**config.mk**
```make
export PLATFORM = sky130hd
export DESIGN_NAME = uart_tx_frame
export DESIGN_NICKNAME = d
export VERILOG_FILES = /design/src/rtl/uart_tx_pkg.sv /design/src/rtl/uart_tx_bit_timer.sv /design/src/rtl/uart_tx_frame.sv
export SDC_FILE = /design/constraint.sdc
export NUM_CORES = 1
export LEC_CHECK = 0
export CAP_MARGIN = 20
export CORE_ASPECT_RATIO = 0.75
export CORE_MARGIN = 3
export CORE_UTILIZATION = 50
export CTS_CLUSTER_DIAMETER = 60
export DETAILED_ROUTE_END_ITERATION = 10
export GPL_TIMING_DRIVEN = 0
export PLACE_DENSITY_LB_ADDON = 0.1
export SYNTH_ARGS = -nofsm -noshare
export SYNTH_HDL_FRONTEND = slang
export SYNTH_SLANG_ARGS = --single-unit
```
**constraint.sdc**
```tcl
create_clock -name CLK -period 7.1 [get_ports CLK]
set_clock_uncertainty 0.15 [all_clocks]
set_input_delay 1.065 -clock CLK [delete_from_list [all_inputs] [get_ports CLK]]
set_output_delay 1.065 -clock CLK [all_outputs]
set_load 0.02 [all_outputs]
```
**src/rtl/uart_tx_pkg.sv**
```systemverilog
// rtl/uart_tx_pkg.sv - shared types and constants for the UART frame transmitter
package uart_tx_pkg;

  // Defaults kept in step with the receiver's global parameters
  localparam int DEFAULT_DATA_WIDTH     = 8;
  localparam int DEFAULT_PRESCALE_WIDTH = 6;

  localparam logic PAR_EVEN = 1'b0;
  localparam logic PAR_ODD  = 1'b1;

  typedef enum logic [2:0] {
    IDLE,
    START,
    DATA,
    PARITY,
    STOP
  } tx_state_e;

  // Parity bit from the XOR-reduction of the word: even keeps the total
  // count of ones even, odd inverts it
  function automatic logic parity_bit(input logic data_xor, input logic par_typ);
    return (par_typ == PAR_ODD) ? ~data_xor : data_xor;
  endfunction

endpackage

```
**src/rtl/uart_tx_bit_timer.sv**
```systemverilog
// rtl/uart_tx_bit_timer.sv - prescale counter producing a pulse at the end of each bit period
module uart_tx_bit_timer #(
  parameter int PRESCALE_WIDTH = 6
) (
  input  logic                      clk_i,
  input  logic                      rst_i,
  input  logic                      clear_i,
  input  logic                      en_i,
  input  logic [PRESCALE_WIDTH-1:0] prescale_i,
  output logic                      bit_done_o
);

  localparam logic [PRESCALE_WIDTH-1:0] ONE = PRESCALE_WIDTH'(1);

  logic [PRESCALE_WIDTH-1:0] cnt_q, cnt_d;

  // Last cycle of the current bit; prescale_i is never zero while enabled
  assign bit_done_o = en_i && (cnt_q == (prescale_i - ONE));

  // Count 0..prescale-1, wrap at the bit boundary, hold at zero when idle
  always_comb begin
    cnt_d = cnt_q;
    if (clear_i || !en_i) begin
      cnt_d = '0;
    end else if (bit_done_o) begin
      cnt_d = '0;
    end else begin
      cnt_d = cnt_q + ONE;
    end
  end

  // Counter register with synchronous reset
  always_ff @(posedge clk_i) begin
    if (rst_i) begin
      cnt_q <= '0;
    end else begin
      cnt_q <= cnt_d;
    end
  end

endmodule

```
**src/rtl/uart_tx_frame.sv**
```systemverilog
// rtl/uart_tx_frame.sv - UART transmitter: start, data LSB-first, optional parity, stop
module uart_tx_frame
  import uart_tx_pkg::*;
#(
  parameter int DATA_WIDTH     = DEFAULT_DATA_WIDTH,
  parameter int PRESCALE_WIDTH = DEFAULT_PRESCALE_WIDTH
) (
  input  logic                      CLK,
  input  logic                      RST,
  input  logic [DATA_WIDTH-1:0]     P_DATA,
  input  logic                      DATA_VALID,
  input  logic                      PAR_EN,
  input  logic                      PAR_TYP,
  input  logic [PRESCALE_WIDTH-1:0] Prescale,
  output logic                      TX_OUT,
  output logic                      Busy
);

  localparam int IDX_W = (DATA_WIDTH > 1) ? $clog2(DATA_WIDTH) : 1;
  localparam logic [IDX_W-1:0] LAST_IDX = IDX_W'(DATA_WIDTH - 1);
  localparam logic [IDX_W-1:0] IDX_ONE  = IDX_W'(1);

  tx_state_e                 state_q, state_d;
  logic [DATA_WIDTH-1:0]     data_q, data_d;
  logic                      par_en_q, par_en_d;
  logic                      par_typ_q, par_typ_d;
  logic [PRESCALE_WIDTH-1:0] prescale_q, prescale_d;
  logic [IDX_W-1:0]          bit_idx_q, bit_idx_d;
  logic                      tx_q, tx_d;
  logic                      busy_q, busy_d;
  logic                      accept;
  logic                      bit_done;

  uart_tx_bit_timer #(
    .PRESCALE_WIDTH (PRESCALE_WIDTH)
  ) u_bit_timer (
    .clk_i      (CLK),
    .rst_i      (RST),
    .clear_i    (accept),
    .en_i       (state_q != IDLE),
    .prescale_i (prescale_q),
    .bit_done_o (bit_done)
  );

  // Next state, frame latching, and the line/busy values for the next cycle
  always_comb begin
    state_d    = state_q;
    data_d     = data_q;
    par_en_d   = par_en_q;
    par_typ_d  = par_typ_q;
    prescale_d = prescale_q;
    bit_idx_d  = bit_idx_q;
    accept     = 1'b0;

    case (state_q)
      IDLE: begin
        if (DATA_VALID && (Prescale != '0)) begin
          accept     = 1'b1;
          data_d     = P_DATA;
          par_en_d   = PAR_EN;
          par_typ_d  = PAR_TYP;
          prescale_d = Prescale;
          bit_idx_d  = '0;
          state_d    = START;
        end
      end
      START: begin
        if (bit_done) begin
          state_d = DATA;
        end
      end
      DATA: begin
        if (bit_done) begin
          if (bit_idx_q == LAST_IDX) begin
            bit_idx_d = '0;
            state_d   = par_en_q ? PARITY : STOP;
          end else begin
            bit_idx_d = bit_idx_q + IDX_ONE;
          end
        end
      end
      PARITY: begin
        if (bit_done) begin
          state_d = STOP;
        end
      end
      STOP: begin
        if (bit_done) begin
          state_d = IDLE;
        end
      end
      default: begin
        state_d = IDLE;
      end
    endcase

    // Outputs are decoded from the next state so they register in step with it
    tx_d = 1'b1;
    case (state_d)
      START:   tx_d = 1'b0;
      DATA:    tx_d = data_d[bit_idx_d];
      PARITY:  tx_d = parity_bit(^data_d, par_typ_d);
      default: tx_d = 1'b1;
    endcase
    busy_d = (state_d != IDLE);
  end

  // State and datapath registers; reset drops any frame in flight immediately
  always_ff @(posedge CLK) begin
    if (RST) begin
      state_q    <= IDLE;
      data_q     <= '0;
      par_en_q   <= 1'b0;
      par_typ_q  <= 1'b0;
      prescale_q <= '0;
      bit_idx_q  <= '0;
      tx_q       <= 1'b1;
      busy_q     <= 1'b0;
    end else begin
      state_q    <= state_d;
      data_q     <= data_d;
      par_en_q   <= par_en_d;
      par_typ_q  <= par_typ_d;
      prescale_q <= prescale_d;
      bit_idx_q  <= bit_idx_d;
      tx_q       <= tx_d;
      busy_q     <= busy_d;
    end
  end

  assign TX_OUT = tx_q;
  assign Busy   = busy_q;

endmodule

```
==> impl_metrics.json, run 1 <==
{
  "cp_data_required_time_ns": 7.12,
  "switching_share_pct": 25.0,
  "die-area_um2": 4070,
  "rsz0062_at_grt": "false",
  "worst-slew-pin-transition_ns": 0.505,
  "dpl_cell_area_um2": 1910,
  "antenna_left": 0,
  "critPathKind": "in2reg",
  "setup_viol": 0,
  "grt_pass1_vias": 1345,
  "post-route-period-util_pct": 51.5,
  "drc": 0,
  "drt-vias-per-instance": 5.29,
  "design.portCount": 21,
  "fp-row-count": 17,
  "drt_iter0_drc": 57,
  "ys_seq_area_share_pct": 36.0,
  "startpoint_type": "primary input",
  "initial_core_util_pct": 54.4,
  "async_flop_share_pct": 0,
  "area_growth_syn_to_layout_pct": 21.2,
  "diodes": 0,
  "status": "completed",
  "postSynthCellCount": 207,
  "switching_power_mw": 0.106,
  "antenna_found_initial": 0,
  "ir_drop_v": 0.000105,
  "design_area_um2": 2020,
  "routed_wl_mm": 3.59,
  "grt_max_degree": 11,
  "power.density_nw_per_um2": 211,
  "final.min_clock_period_ns": 3.66,
  "fillCellCount": 275,
  "firstDrtPassIters": 4,
  "ys_types": 45,
  "cts_tree": "yes",
  "cts_resized": 0,
  "cts_made_buffers": 5,
  "clkLatencyLatePin_ns": 0.28,
  "ys_ff_latch": 30,
  "relSlewSlack_pct": 66.3,
  "post-cts-setup-buffer-count": 0,
  "final-hold-violation-count": 0,
  "grt_util_all_layers_pct": 18.7,
  "synthFlopType": "dfxtp_1",
  "grt_first_pass_wirelength_mm": 6.05,
  "vias": 1445,
  "tns_ns": 0,
  "clk_pin_slew_worst_paths_ns": 0.07,
  "worst-endpoint-arrival_ns": 3.67,
  "end_kind": "register",
  "core_area_um2": 3060,
  "holdCritPathClass": "reg2reg",
  "ctsHoldBuffers": 0,
  "maxSlewViolCount": 0,
  "fin_nets": 257,
  "die_h_um": 56,
  "cts_max_path_buffers": 2,
  "crit_fanout": 4,
  "overflow": 0,
  "p_seq_share_pct": 43.2,
  "hpwl_mm": 2.76,
  "cts.sinks": 30,
  "place_congestion": 0.881,
  "clock-root-buffer": "clkbuf_8",
  "synth_nets": 230,
  "p_leak_nw": 0.790,
  "synth_edf_count": 0,
  "internal_power_mw": 0.320,
  "max_freq_mhz": 273,
  "clock_power_share_pct": 38.7,
  "syn_area_um2": 1670,
  "syn_area_per_cell_um2": 8.05,
  "wire_per_inst_um": 13.2,
  "cap_violations": 0,
  "ys_warn_count": 0,
  "die_w_um": 72.7,
  "port_buffers": 20,
  "cts_max_level": 2,
  "drive_gt1_share_pct": 6.81,
  "comb_power_share_pct": 18.1
}
-- cell usage in the layout (no fill, tap or decap), drive strengths merged, types with 3 or more instances in the layout --
master	synthesis	final
nor3	7	7
and2	5	5
clkdlybuf4s50	0	20
nand2	40	40
and3	3	3
nand3	4	4
a21oi	19	19
nor2	19	19
inv	4	4
o21ai	4	4
xnor2	16	16
clkbuf	8	15
dfxtp	30	30
nor2b	3	3
ha	4	4
xor2	10	10
-- critical path, cell delays in order --
cell             delay (ns)
clkdlybuf4s50_1        0.41
or4_1                  0.51
o31a_1                 0.31
o21ai_1                0.25
nand2_1                0.13
and3_4                 0.19
buf_6                  0.12
mux2_4                 0.28
o211ai_1               0.16
o211a_1                0.19
o21bai_1               0.07
-- power by group through the flow --
stage	Clock, mW	Combinational [mW]	Sequential [mW]
after CTS	0.168	0.0768	0.185
after global placement	0	0.0744	0.188
final	0.165	0.0771	0.185
after floorplan	0	0.0511	0.187
after global routing	0.179	0.0853	0.186
after detailed placement	0	0.0765	0.188
-- state kept, by name, summed over array words and instances (netlist names) --
register and cells:
state_q 3, bit_idx_q 3, data_q 8, par_typ_q 1, prescale_q 6, Busy 1, TX_OUT 1, u_bit_timer.cnt_q 6
par_en_q 1
-- metrics by stage --
step / setup WS, ns / util [%] / power (mW) / std cells / hold WS (ns)
floorplan: 3.82 / - / 0.239 / 207 / 0.290
global placement: 3.23 / 62.5 / 0.262 / 265 / 0.306
detailed placement: 3.22 / 62.5 / 0.265 / 265 / 0.318
CTS: 3.48 / 66.0 / 0.430 / 273 / 0.330
global route: 3.32 / 66.0 / 0.450 / 273 / 0.360
finish: 3.44 / 66.0 / 0.427 / 273 / 0.326
-- cell families after synthesis --
kind of cell / count (synthesis) / share of synthesized area (%)
compound gates: 38 / 14.3
xor+xnor: 26 / 13.7
fa+ha+maj: 4 / 3.00
buf+inv: 14 / 3.83
flops: 30 / 36.0
mux: 4 / 2.78
simple gates: 91 / 26.4
-- cells in the mapped netlist (3+ instances only) --
library cell	number	area (um2)
a21oi_1	19	95.1
nand2_1	40	150
xor2_1	10	87.6
dfxtp_1	30	601
nor2_1	19	71.3
nor2b_1	3	18.8
o21ai_1	3	15.0
inv_1	4	15.0
and2_1	4	25.0
nand3_1	4	20.0
nor3_1	6	30.0
ha_1	4	50.1
xnor2_1	16	140
clkbuf_1	8	30.0
-- layout make-up --
type	instances	area [um2]	area share (%)
repair buffers	20	200	9.91
multi-input cells	163	1000	49.6
clock inverters	1	30.0	1.49
flip-flops and latches	30	601	29.7
clock buffers	7	76.3	3.78
inverters	4	15.0	0.743
well taps	38	47.5	2.35
plain buffers	10	48.8	2.41
-- per-layer routing --
layer / share of wire [%] / vias up / routed length, um / track usage, %
met4: 0.70 / 0 / 25 / 4.47
met1: 49 / 647 / 1770 / 26.4
met5: 0 / - / 0 / 0
met2: 43 / 42 / 1540 / 27.9
li1: - / 752 / - / -
met3: 7.1 / 4 / 256 / 5.23
-- worst paths after layout --
kind / startpoint / endpoint / slack (ns) / cells past startpoint
worst max-delay path: Prescale[2] / TX_OUT / 3.44 / 11
worst min-delay path: prescale_q[5] / prescale_q[5] / 0.33 / 2
worst max register to register: prescale_q[0] / TX_OUT / 4.18 / 12
worst min register to register: prescale_q[5] / prescale_q[5] / 0.33 / 2
Note: power is estimated with default switching activity, not from simulation.
==> inputs of run 2 (changes only) <==
CORE_UTILIZATION = 49   (was 50)
clock period = 2.95 ns   (was 7.1 ns; I/O delays follow)
==> run 2 against run 1 <==
Compared with the run above:
- clock power up 150%
- non-clock buffer count unchanged
- register-to-register slack worse by 4.1 ns
- critical endpoint unchanged
- wire length up 8.6%
- count of clock-buffer cells in the layout down 2
==> impl_metrics.json, run 2 (same netlist as run 1, synthesis figures left out) <==
{
  "status": "completed",
  "grt_pass1_vias": 1438,
  "grt_first_pass_wirelength_mm": 6.42,
  "slowest_delay_ns": 0.55,
  "crit_fanout": 6,
  "drt-vias-per-instance": 5.55,
  "slowest_stage": "or4_4",
  "final.min_clock_period_ns": 2.85,
  "worst-slew-pin-transition_ns": 0.530,
  "end_kind": "register",
  "final_cell_mix": "39 x nand2_1, 27 x dfxtp_1, 19 x a21oi_1, 19 x nor2_1",
  "port_buffers": 20,
  "crit_buf_inv": 1,
  "stdcell_count": 273,
  "initial_core_util_pct": 54.0,
  "power.density_nw_per_um2": 506,
  "diodes": 0,
  "cts_tree": "yes",
  "grt_util_all_layers_pct": 19.9,
  "switching_share_pct": 26.4,
  "setup_viol": 0,
  "tns_ns": 0,
  "internal_power_mw": 0.768,
  "p_seq_share_pct": 42.6,
  "max_freq_mhz": 351,
  "regMostFlops": "data_q",
  "comb_power_share_pct": 18.3,
  "routed_wl_mm": 3.90,
  "clk_pin_slew_worst_paths_ns": 0.07,
  "startpoint_type": "register",
  "die_h_um": 56.5,
  "antenna_left": 0,
  "place_congestion": 0.866,
  "area_growth_syn_to_layout_pct": 23.9,
  "cap_violations": 0,
  "wire_per_inst_um": 14.3,
  "largest_reg_flops": 8,
  "vias": 1515,
  "path_cells": "or4_4 -> o21ai_1 -> and4bb_4 -> nand4_1 -> and3_4 -> buf_6 -> mux2_4 -> o211ai_1 -> o211a_1 -> o21bai_1",
  "switching_power_mw": 0.276,
  "hpwl_mm": 2.75,
  "fin_nets": 257,
  "path_delay_family": "simple AND/OR/NAND/NOR gates",
  "clkLatencyLatePin_ns": 0.28,
  "maxSlewViolCount": 0,
  "final_common_cell": "nand2_1",
  "drc": 0,
  "clock_power_share_pct": 39.1,
  "overflow": 0,
  "antenna_found_initial": 0,
  "worst-endpoint-arrival_ns": 2.87,
  "final-hold-violation-count": 0,
  "total_power_mw": 1.04,
  "cts_max_level": 2,
  "top_regs": "data_q: 8 flops, prescale_q: 6 flops, u_bit_timer.cnt_q: 6 flops",
  "cts_made_buffers": 5,
  "drive_gt1_share_pct": 11.1,
  "design.portCount": 21,
  "clock-root-buffer": "clkbuf_8",
  "cp_data_required_time_ns": 2.97,
  "holdCritPathClass": "in2reg",
  "hold_slack_ns": 0.290,
  "cts_max_path_buffers": 2,
  "die_w_um": 73.3,
  "drt_iter0_drc": 105,
  "ir_drop_v": 0.000310,
  "fillCellCount": 249,
  "firstDrtPassIters": 4,
  "relSlewSlack_pct": 64.6,
  "die-area_um2": 4140,
  "final_core_util_pct": 66.9,
  "fp-row-count": 17,
  "post-route-period-util_pct": 96.5,
  "critPathKind": "reg2reg",
  "post-cts-setup-buffer-count": 0,
  "grt_max_degree": 11,
  "p_leak_nw": 0.839,
  "post-place-cells": 265,
  "core_area_um2": 3080,
  "cts.sinks": 30
}
run 2: changes by cell type in the layout (fill, tap and decap cells not counted), sizes merged:
cell / change
clkbuf: -2
clkdlybuf4s50: -4
clkinv: +2
dlymetal6s2s: +4
run 2: final timing paths:
kind / startpoint / to / depth (start not counted) / slack [ns]
max: prescale_q[3] / TX_OUT / 10 / 0.10
min: Prescale[2] / prescale_q[2] / 3 / 0.29
max reg2reg: prescale_q[3] / TX_OUT / 10 / 0.10
min reg2reg: prescale_q[5] / prescale_q[5] / 2 / 0.33
run 2: stage by stage:
| stage | cell area, um2 | setup WS [ns] |
|---|---|---|
| final | 2060 | 0.105 |
| after global routing | 2060 | -0.0331 |
| after CTS | 2030 | 0.0251 |
| after detailed placement | 1910 | -0.298 |
| after global placement | 1910 | -0.320 |
| after floorplan | 1670 | 0.296 |
run 2: area by class of cell:
class                   instances  area (um2)  area share, %
flip-flops and latches         30         607           29.4
well taps                      38        47.5           2.30
repair buffers                 20         210           10.2
inverters                       4        15.0          0.727
clock inverters                 3        40.0           1.94
multi-input cells             163        1030           49.8
clock buffers                   5        68.8           3.33
plain buffers                  10        48.8           2.36
run 2: tightest hold or removal path, cell delays in order:
cell and delay [ns]:
dlymetal6s2s_1 0.13, nand2_1 0.05, a21oi_1 0.05
run 2: power groups by stage:
stage	combinational, mW	sequential (mW)	clock (mW)
floorplan	0.123	0.451	0
global placement	0.179	0.452	0
detailed placement	0.185	0.453	0
CTS	0.187	0.444	0.406
global route	0.210	0.447	0.426
finish	0.191	0.445	0.408
run 2: per-layer routing:
layer / vias to the layer above / share of wire, % / wire [um] / GRT usage (%)
li1: 753 / - / - / -
met1: 684 / 45 / 1750 / 26.7
met2: 72 / 47 / 1820 / 30.2
met3: 6 / 7.8 / 303 / 6.44
met4: 0 / 0.85 / 33 / 6.20
met5: - / 0 / 0 / 0
run 2: timing repair:
item	4_1_cts	5_1_grt
endpoints found under the setup margin	1	2
resized for setup	1	13
hold endpoints to repair	0	0
hold buffers	0	0
pin swaps	0	9
